<file path="config.mk">
export PLATFORM = sky130hd
export DESIGN_NAME = seg7_mux_driver
export DESIGN_NICKNAME = d
export VERILOG_FILES = /design/src/rtl/seg7_mux_driver.sv
export SDC_FILE = /design/constraint.sdc
export NUM_CORES = 1
export LEC_CHECK = 0
export ABC_CLOCK_PERIOD_IN_PS = 6600
export CORE_ASPECT_RATIO = 0.8
export CORE_UTILIZATION = 60
export CTS_CLUSTER_SIZE = 24
export DETAILED_ROUTE_END_ITERATION = 10
export PLACE_DENSITY_LB_ADDON = 0.08
export SYNTH_ARGS = -nofsm -noshare
export SYNTH_HDL_FRONTEND = slang
export SYNTH_SLANG_ARGS = --single-unit
</file>
<file path="constraint.sdc">
create_clock -name clk -period 6.6 [get_ports clk]
set_clock_uncertainty 0.2 [all_clocks]
set_input_delay 1.32 -clock clk [delete_from_list [all_inputs] [get_ports clk]]
set_output_delay 1.32 -clock clk [all_outputs]
set_load 0.1 [all_outputs]
</file>
<file path="src/rtl/seg7_mux_driver.sv">
// seg7_mux_driver: time-multiplexed, double-buffered hex driver for an N-digit common-anode 7-segment display
//   clk, rst_n          : clock, asynchronous active-low reset
//   value, dp_in        : nibble k / dp bit k feed digit k, captured into the shadow on load
//   digit_en, lz_en     : live per-digit enable and leading-zero suppression
//   load                : capture strobe; the shadow commits to the display at the next frame boundary
//   an, seg, dp         : active-low anodes, segments {g,f,e,d,c,b,a}, decimal point (registered)
//   frame_done          : one-cycle pulse after each frame boundary
module seg7_mux_driver #(
  parameter int NUM_DIGITS   = 8,
  parameter int REFRESH_DIV  = 100000,
  parameter int GHOST_CYCLES = 16
) (
  input  logic                    clk,
  input  logic                    rst_n,
  input  logic [4*NUM_DIGITS-1:0] value,
  input  logic [NUM_DIGITS-1:0]   dp_in,
  input  logic [NUM_DIGITS-1:0]   digit_en,
  input  logic                    lz_en,
  input  logic                    load,
  output logic [NUM_DIGITS-1:0]   an,
  output logic [6:0]              seg,
  output logic                    dp,
  output logic                    frame_done
);
  localparam int PW = $clog2(REFRESH_DIV);
  localparam int IW = NUM_DIGITS > 1 ? $clog2(NUM_DIGITS) : 1;
  localparam logic [6:0] SEG_LUT [16] = '{
    7'h40, 7'h79, 7'h24, 7'h30, 7'h19, 7'h12, 7'h02, 7'h78,
    7'h00, 7'h10, 7'h08, 7'h03, 7'h46, 7'h21, 7'h06, 7'h0E
  };
  logic [PW-1:0]           presc_q, presc_d;
  logic [IW-1:0]           idx_q, idx_d;
  logic [4*NUM_DIGITS-1:0] sh_v_q, sh_v_d, disp_v_q, disp_v_d;
  logic [NUM_DIGITS-1:0]   sh_dp_q, sh_dp_d, disp_dp_q, disp_dp_d;
  logic                    pend_q, pend_d;
  logic [NUM_DIGITS-1:0]   an_q, an_d;
  logic [6:0]              seg_q, seg_d;
  logic                    dp_q, dp_d, fd_q;
  logic                    slot_end, boundary, vis, zero_run;
  logic [NUM_DIGITS-1:0]   sup;
  logic [3:0]              nib;
  always_comb begin
    slot_end  = presc_q == PW'(REFRESH_DIV - 1);
    boundary  = slot_end && idx_q == IW'(NUM_DIGITS - 1);
    presc_d   = slot_end ? '0 : presc_q + 1'b1;
    idx_d     = boundary ? '0 : slot_end ? idx_q + 1'b1 : idx_q;
    sh_v_d    = load ? value : sh_v_q;
    sh_dp_d   = load ? dp_in : sh_dp_q;
    // a load landing on the boundary edge bypasses the shadow and commits directly
    disp_v_d  = boundary && load ? value : boundary && pend_q ? sh_v_q : disp_v_q;
    disp_dp_d = boundary && load ? dp_in : boundary && pend_q ? sh_dp_q : disp_dp_q;
    pend_d    = boundary ? 1'b0 : load | pend_q;
    // a digit is suppressed when it and every more significant nibble are zero
    sup      = '0;
    zero_run = 1'b1;
    for (int k = NUM_DIGITS - 1; k >= 0; k--) begin
      zero_run = zero_run & (disp_v_q[4*k +: 4] == 4'd0);
      sup[k]   = lz_en & zero_run & (k != 0);
    end
    nib         = disp_v_q[idx_q*4 +: 4];
    vis         = digit_en[idx_q] & ~sup[idx_q] & (int'(presc_q) >= GHOST_CYCLES);
    an_d        = '1;
    an_d[idx_q] = ~vis;
    seg_d       = vis ? SEG_LUT[nib] : 7'h7F;
    dp_d        = vis ? ~disp_dp_q[idx_q] : 1'b1;
  end
  always_ff @(posedge clk or negedge rst_n) begin
    if (!rst_n) begin
      presc_q   <= '0;
      idx_q     <= '0;
      sh_v_q    <= '0;
      sh_dp_q   <= '0;
      disp_v_q  <= '0;
      disp_dp_q <= '0;
      pend_q    <= 1'b0;
      an_q      <= '1;
      seg_q     <= 7'h7F;
      dp_q      <= 1'b1;
      fd_q      <= 1'b0;
    end else begin
      presc_q   <= presc_d;
      idx_q     <= idx_d;
      sh_v_q    <= sh_v_d;
      sh_dp_q   <= sh_dp_d;
      disp_v_q  <= disp_v_d;
      disp_dp_q <= disp_dp_d;
      pend_q    <= pend_d;
      an_q      <= an_d;
      seg_q     <= seg_d;
      dp_q      <= dp_d;
      fd_q      <= boundary;
    end
  end
  assign an         = an_q;
  assign seg        = seg_q;
  assign dp         = dp_q;
  assign frame_done = fd_q;
endmodule
</file>
==> impl_metrics.ini, run 1 <==
[power]
p_per_area_nw_per_um2 = 271
irDropWorstVdd_mv = 0.227
power.total_mw = 1.85
leakagePower_nw = 3.09

[worst_setup_path]
startpoint = an[1]$_DFF_PN1_
cpLargestDelayFamily = buffers and inverters
path_buf_inv = 1
cp.depth = 1
arrival_ps = 2050
r2r_start = idx_q[1]$_DFFE_PN0P_
rr_worst_depth = 6
timing.critical_path.cells = clkdlybuf4s50_1
endpoint = an[1]
cpPeakStageDelay_ps = 1120
critPathCaptureType = primary output
critPathRequiredTime_ps = 5080
reg2reg_slack_ps = 3450
path_class = flip-flop to primary output
critical_path_peak_fanout = 1
cp-start-kind = flip-flop
r2r-end = an[2]$_DFF_PN1_
crit_slowest_cell = clkdlybuf4s50_1

[logic_synthesis]
yosysWarnings = 0
synth_top_area_cell = dfrtp_1
syn-cell-area_sq_um = 5500
synth-edff-count = 0
synth.avg_cell_area_sq_um = 13.6
syn-num-nets = 466
synthArstFlopShare = 1.00
yosysSeqAreaShare = 0.541
synthTopCellsByArea = dfrtp_1 (46%), mux2_4 (11%), mux2_2 (9.8%)
synth_top_area_frac = 0.464
synthCells = 404
synth-seq-cells = 118
ys.flop_type = dfrtp_1
synthDistinctLibCells = 49

[layout]
mostFrequentLayoutCell = dfrtp_1
most-common-layout-cells = dfrtp_1 (102), clkdlybuf4s50_1 (66), mux2_2 (48)
post-route-util = 0.788
fin_nets = 533
drive_above_1_share = 0.314
fill_cells = 524
antenna_cells = 0
syn_to_final_growth_pct = 24.3
layoutNonFillerInstCount = 596

[global_routing]
grt_usage = 0.255
grt_pass1_wl_um = 18000
first_global_vias = 3438
grt_max_degree = 68
grt_antenna_before_repair = 0
overflow = 0

[outcome]
outcome = complete, no violations

[clocking]
post_cts_resized = 0
cts_sinks = 118
ctsHoldBuffers = 0
cts_tree = yes
cts_buffers = 17
insertion_delay_ps = 400
clockRootBuffer = clkbuf_16
cts_max_path_buffers = 2
cts_setup_buffers = 0
path_clk_slew_ps = 50
cts.htree.levels = 4

[placed_design]
io_buffers = 68
dp_hpwl_um = 7040
placed_cells = 564
routabilityCongestion = 0.818

[flow_run]
max_cap_viol_count = 0

[die]
die_w_um = 109
die_h_um = 87.6
die-area_sq_um = 9550
ios = 69
core.rowCount = 30
core_area_sq_um = 8670
start_util = 0.634

[hold_path]
hold_depth = 1
min_from = presc_q[0]$_DFF_PN0_
hold_path_class = flip-flop to flip-flop

[timing]
fin_crit_ps = 3570
rsz0062_at_grt = false
hold_viol = 0
post-route-period-util = 0.541
finalSetupViolations = 0
slew_viol_final = 0
tightest_slew_ps = 1120
slew_headroom = 0.252
whs_ps = 287
finalSetupTns_ps = 0
fmaxAchievable_ghz = 0.280

[route]
wire_per_inst_um = 18.7
drtIter0Drc = 172
vias_per_cell = 5.80
drt-total-wl_um = 11100
ant_nets = 0
drc_errors = 0
first_pass_iters = 4
vias = 3456
[registers in the layout, indices dropped and copies added (netlist names), 3 cells and up]
signal     count
disp_v_q      32
idx_q          3
seg            7
an             8
sh_v_q        32
disp_dp_q      8
presc_q       17
sh_dp_q        8
[how the worst min path moves through the flow]
stage                     slack, ps                endpoint
after floorplan                 250    presc_q[0]$_DFF_PN0_
after global placement          270    presc_q[0]$_DFF_PN0_
after detailed placement        280    presc_q[0]$_DFF_PN0_
after CTS                       290    presc_q[0]$_DFF_PN0_
after global routing            310  sh_v_q[10]$_DFFE_PN0P_
final                           290    presc_q[0]$_DFF_PN0_
[power by group]
part / switching, mW / internal, mW / leakage (nW)
combinational: 0.0592 / 0.0550 / 1.30
sequential: 0.00659 / 0.752 / 1.48
clock: 0.336 / 0.646 / 0.311
[stage by stage]
step / instance area [sq um] / worst slack [ps]
after floorplan: 5500 / 3770
after global placement: 6200 / 3040
after detailed placement: 6200 / 2960
after CTS: 6840 / 3010
after global routing: 6840 / 2990
final: 6840 / 3030
[cells in the mapped netlist, drive strengths merged, types with 2 or more instances]
cell type and number:
a31oi 2, nand3 14, and4 2, ha 10, clkbuf 8, xor2 2
or3 3, a21o 2, o21a 2, or2 2, nand4 7, mux2i 7
nor2b 4, nor4 8, inv 7, and2 3, nand2b 6, o221ai 2
o211ai 6, dfrtp 102, a21oi 4, nor2 11, nor3 4, nand3b 6
or4 2, nand2 16, mux2 88, o21ai 12, buf 15, mux4 4
dfstp 16, and3 9, xnor2 11
[cell type report]
| class | count | area [sq um] | area share |
|---|---|---|---|
| Tap cell | 112 | 140 | 0.0205 |
| Clock inverter | 14 | 199 | 0.0291 |
| Multi-Input combinational cell | 256 | 2360 | 0.346 |
| Sequential cell | 118 | 2970 | 0.435 |
| Clock buffer | 18 | 439 | 0.0643 |
| Inverter | 7 | 26.3 | 0.00384 |
| Timing Repair Buffer | 71 | 696 | 0.102 |
[routing by layer]
| layer | global-route usage | up-vias | part of all wire |
|---|---|---|---|
| met4 | 0.0983 | 0 | 0.012 |
| met5 | 0 | - | 0 |
| li1 | - | 1592 | - |
| met2 | 0.413 | 90 | 0.50 |
| met3 | 0.0476 | 9 | 0.041 |
| met1 | 0.344 | 1765 | 0.45 |
[logic make-up after synthesis]
logic type / Yosys count / share of synthesized area
buffers and inverters: 30 / 0.0312
AOI/OAI and AO/OA: 35 / 0.0460
DFF: 118 / 0.541
muxes: 99 / 0.237
and+or+nand+nor: 99 / 0.102
xor gates and xnor gates: 13 / 0.0207
adders and majority gates: 10 / 0.0228
(Power assumes the default switching activity.)
==> run 2, diff against run 1 <==
--- a/config.mk
+++ b/config.mk
@@ -5,9 +5,9 @@
 export SDC_FILE = /design/constraint.sdc
 export NUM_CORES = 1
 export LEC_CHECK = 0
-export ABC_CLOCK_PERIOD_IN_PS = 6600
+export ABC_CLOCK_PERIOD_IN_PS = 3500
 export CORE_ASPECT_RATIO = 0.8
-export CORE_UTILIZATION = 60
+export CORE_UTILIZATION = 55
 export CTS_CLUSTER_SIZE = 24
 export DETAILED_ROUTE_END_ITERATION = 10
 export PLACE_DENSITY_LB_ADDON = 0.08
==> constraint.sdc (replaced) <==
create_clock -name clk -period 3.5 [get_ports clk]
set_clock_uncertainty 0.2 [all_clocks]
set_input_delay 0.7 -clock clk [delete_from_list [all_inputs] [get_ports clk]]
set_output_delay 0.7 -clock clk [all_outputs]
set_load 0.1 [all_outputs]
==> impl_metrics.ini, run 2 (synthesized netlist as in run 1, its figures left out) <==
[hold_path]
hold_path_class = input pin to async pin

[worst_setup_path]
critical_path_peak_fanout = 20
crit_slowest_cell = dfrtp_1
cpMostUsedCell = buf_4
path_class = flip-flop to flip-flop
cp-start-kind = flip-flop
timing.critical_path.cells = buf_4, nand2b_1, o22ai_1, o311ai_1, nand4_1, a31oi_2, buf_4, o221ai_1
critPathCaptureType = flip-flop
critPathRequiredTime_ps = 3600
reg2reg_slack_ps = 630
arrival_ps = 2970
cpPeakStageDelay_ps = 800

[timing]
slew_viol_final = 0
fmaxAchievable_ghz = 0.348
rsz0062_at_grt = false
tightest_slew_ps = 717
post-route-period-util = 0.821
finalSetupTns_ps = 0
hold_viol = 0
fin_crit_ps = 2870
finalSetupViolations = 0
slew_headroom = 0.522

[layout]
fin_nets = 540
syn_to_final_growth_pct = 25.3
mostFrequentLayoutCell = dfrtp_1
multi_input_area_sq_um = 2360
seq_area_sq_um = 2970
post-route-util = 0.711
antenna_cells = 0
drive_above_1_share = 0.352
most-common-layout-cells = dfrtp_1 (102), clkdlybuf4s50_1 (49), mux2_2 (48)
top_regs = disp_v_q (32), sh_v_q (32), presc_q (17)
fill_cells = 697

[clocking]
cts_buffers = 17
cts_setup_buffers = 0
path_clk_slew_ps = 50
cts_max_path_buffers = 2
cts_sinks = 118
ctsHoldBuffers = 0
cts.htree.levels = 4
clockRootBuffer = clkbuf_16
insertion_delay_ps = 400
cts_tree = yes
post_cts_resized = 0

[die]
die-area_sq_um = 10400
die_w_um = 114
die_h_um = 91.4
start_util = 0.568
ios = 69
core_area_sq_um = 9690
core.rowCount = 32

[power]
leakagePower_nw = 3.14
p_per_area_nw_per_um2 = 512
irDropWorstVdd_mv = 0.490

[route]
first_pass_iters = 4
drc_errors = 0
vias = 3396
vias_per_cell = 5.42
wire_per_inst_um = 16.9
drtIter0Drc = 194
ant_nets = 0
drt-total-wl_um = 10600

[placed_design]
routabilityCongestion = 0.840
io_buffers = 68
dp_hpwl_um = 7460

[global_routing]
overflow = 0
grt_pass1_wl_um = 18100
grt_antenna_before_repair = 0
grt_usage = 0.232
first_global_vias = 3541
grt_max_degree = 55

[outcome]
outcome = complete, no violations

[flow_run]
max_cap_viol_count = 0
-- run 2: stage by stage --
step                      area, sq um  worst slack (ps)  hold slack, ps  total power [mW]  instances
final                            6890               628             128              3.52        627
after detailed placement         6240               688             273              1.67        595
after CTS                        6890               663             151              3.56        627
after floorplan                  5500              1070             204              1.56        404
after global routing             6890               402             174              3.65        627
after global placement           6240               753             263              1.67        595
-- run 2: final cells by class --
class | count | area share
sequential | 118 | 0.432
multi-input combinational | 256 | 0.343
timing repair buffer | 78 | 0.102
clock buffer | 23 | 0.0694
clock inverter | 9 | 0.0251
tap | 136 | 0.0247
inverter | 7 | 0.00381
-- run 2: per-layer routing --
| layer | global-route usage | share of wire |
|---|---|---|
| met5 | 0 | 0 |
| met4 | 0.0855 | 0.0098 |
| met3 | 0.0754 | 0.056 |
| met2 | 0.342 | 0.46 |
| met1 | 0.320 | 0.47 |
-- run 2: report_power, final --
part	internal, mW	leakage [nW]	switching, mW
registers	1.42	1.48	0.0123
clock network	1.32	0.317	0.563
logic	0.104	1.34	0.110
-- run 2: worst max-delay path, delay by kind of cell (launching register included) --
kind | cells | cell delay [ps]
compound gates | 4 | 880
buf+inv | 2 | 540
flops | 1 | 800
simple gates | 2 | 350
-- run 2: path summary, 6_finish.rpt --
path | start | to | cells after the start
hold reg to reg | presc_q[0]$_DFF_PN0_ | presc_q[0]$_DFF_PN0_ | 1
setup / recovery | idx_q[1]$_DFFE_PN0P_ | seg[2]$_DFF_PN1_ | 8
min in group clk | presc_q[0]$_DFF_PN0_ | presc_q[0]$_DFF_PN0_ | 1
hold / removal | rst_n | sh_v_q[3]$_DFFE_PN0P_ | 1
max in group asynchronous | rst_n | seg[2]$_DFF_PN1_ | 2
setup reg to reg | idx_q[1]$_DFFE_PN0P_ | seg[2]$_DFF_PN1_ | 8
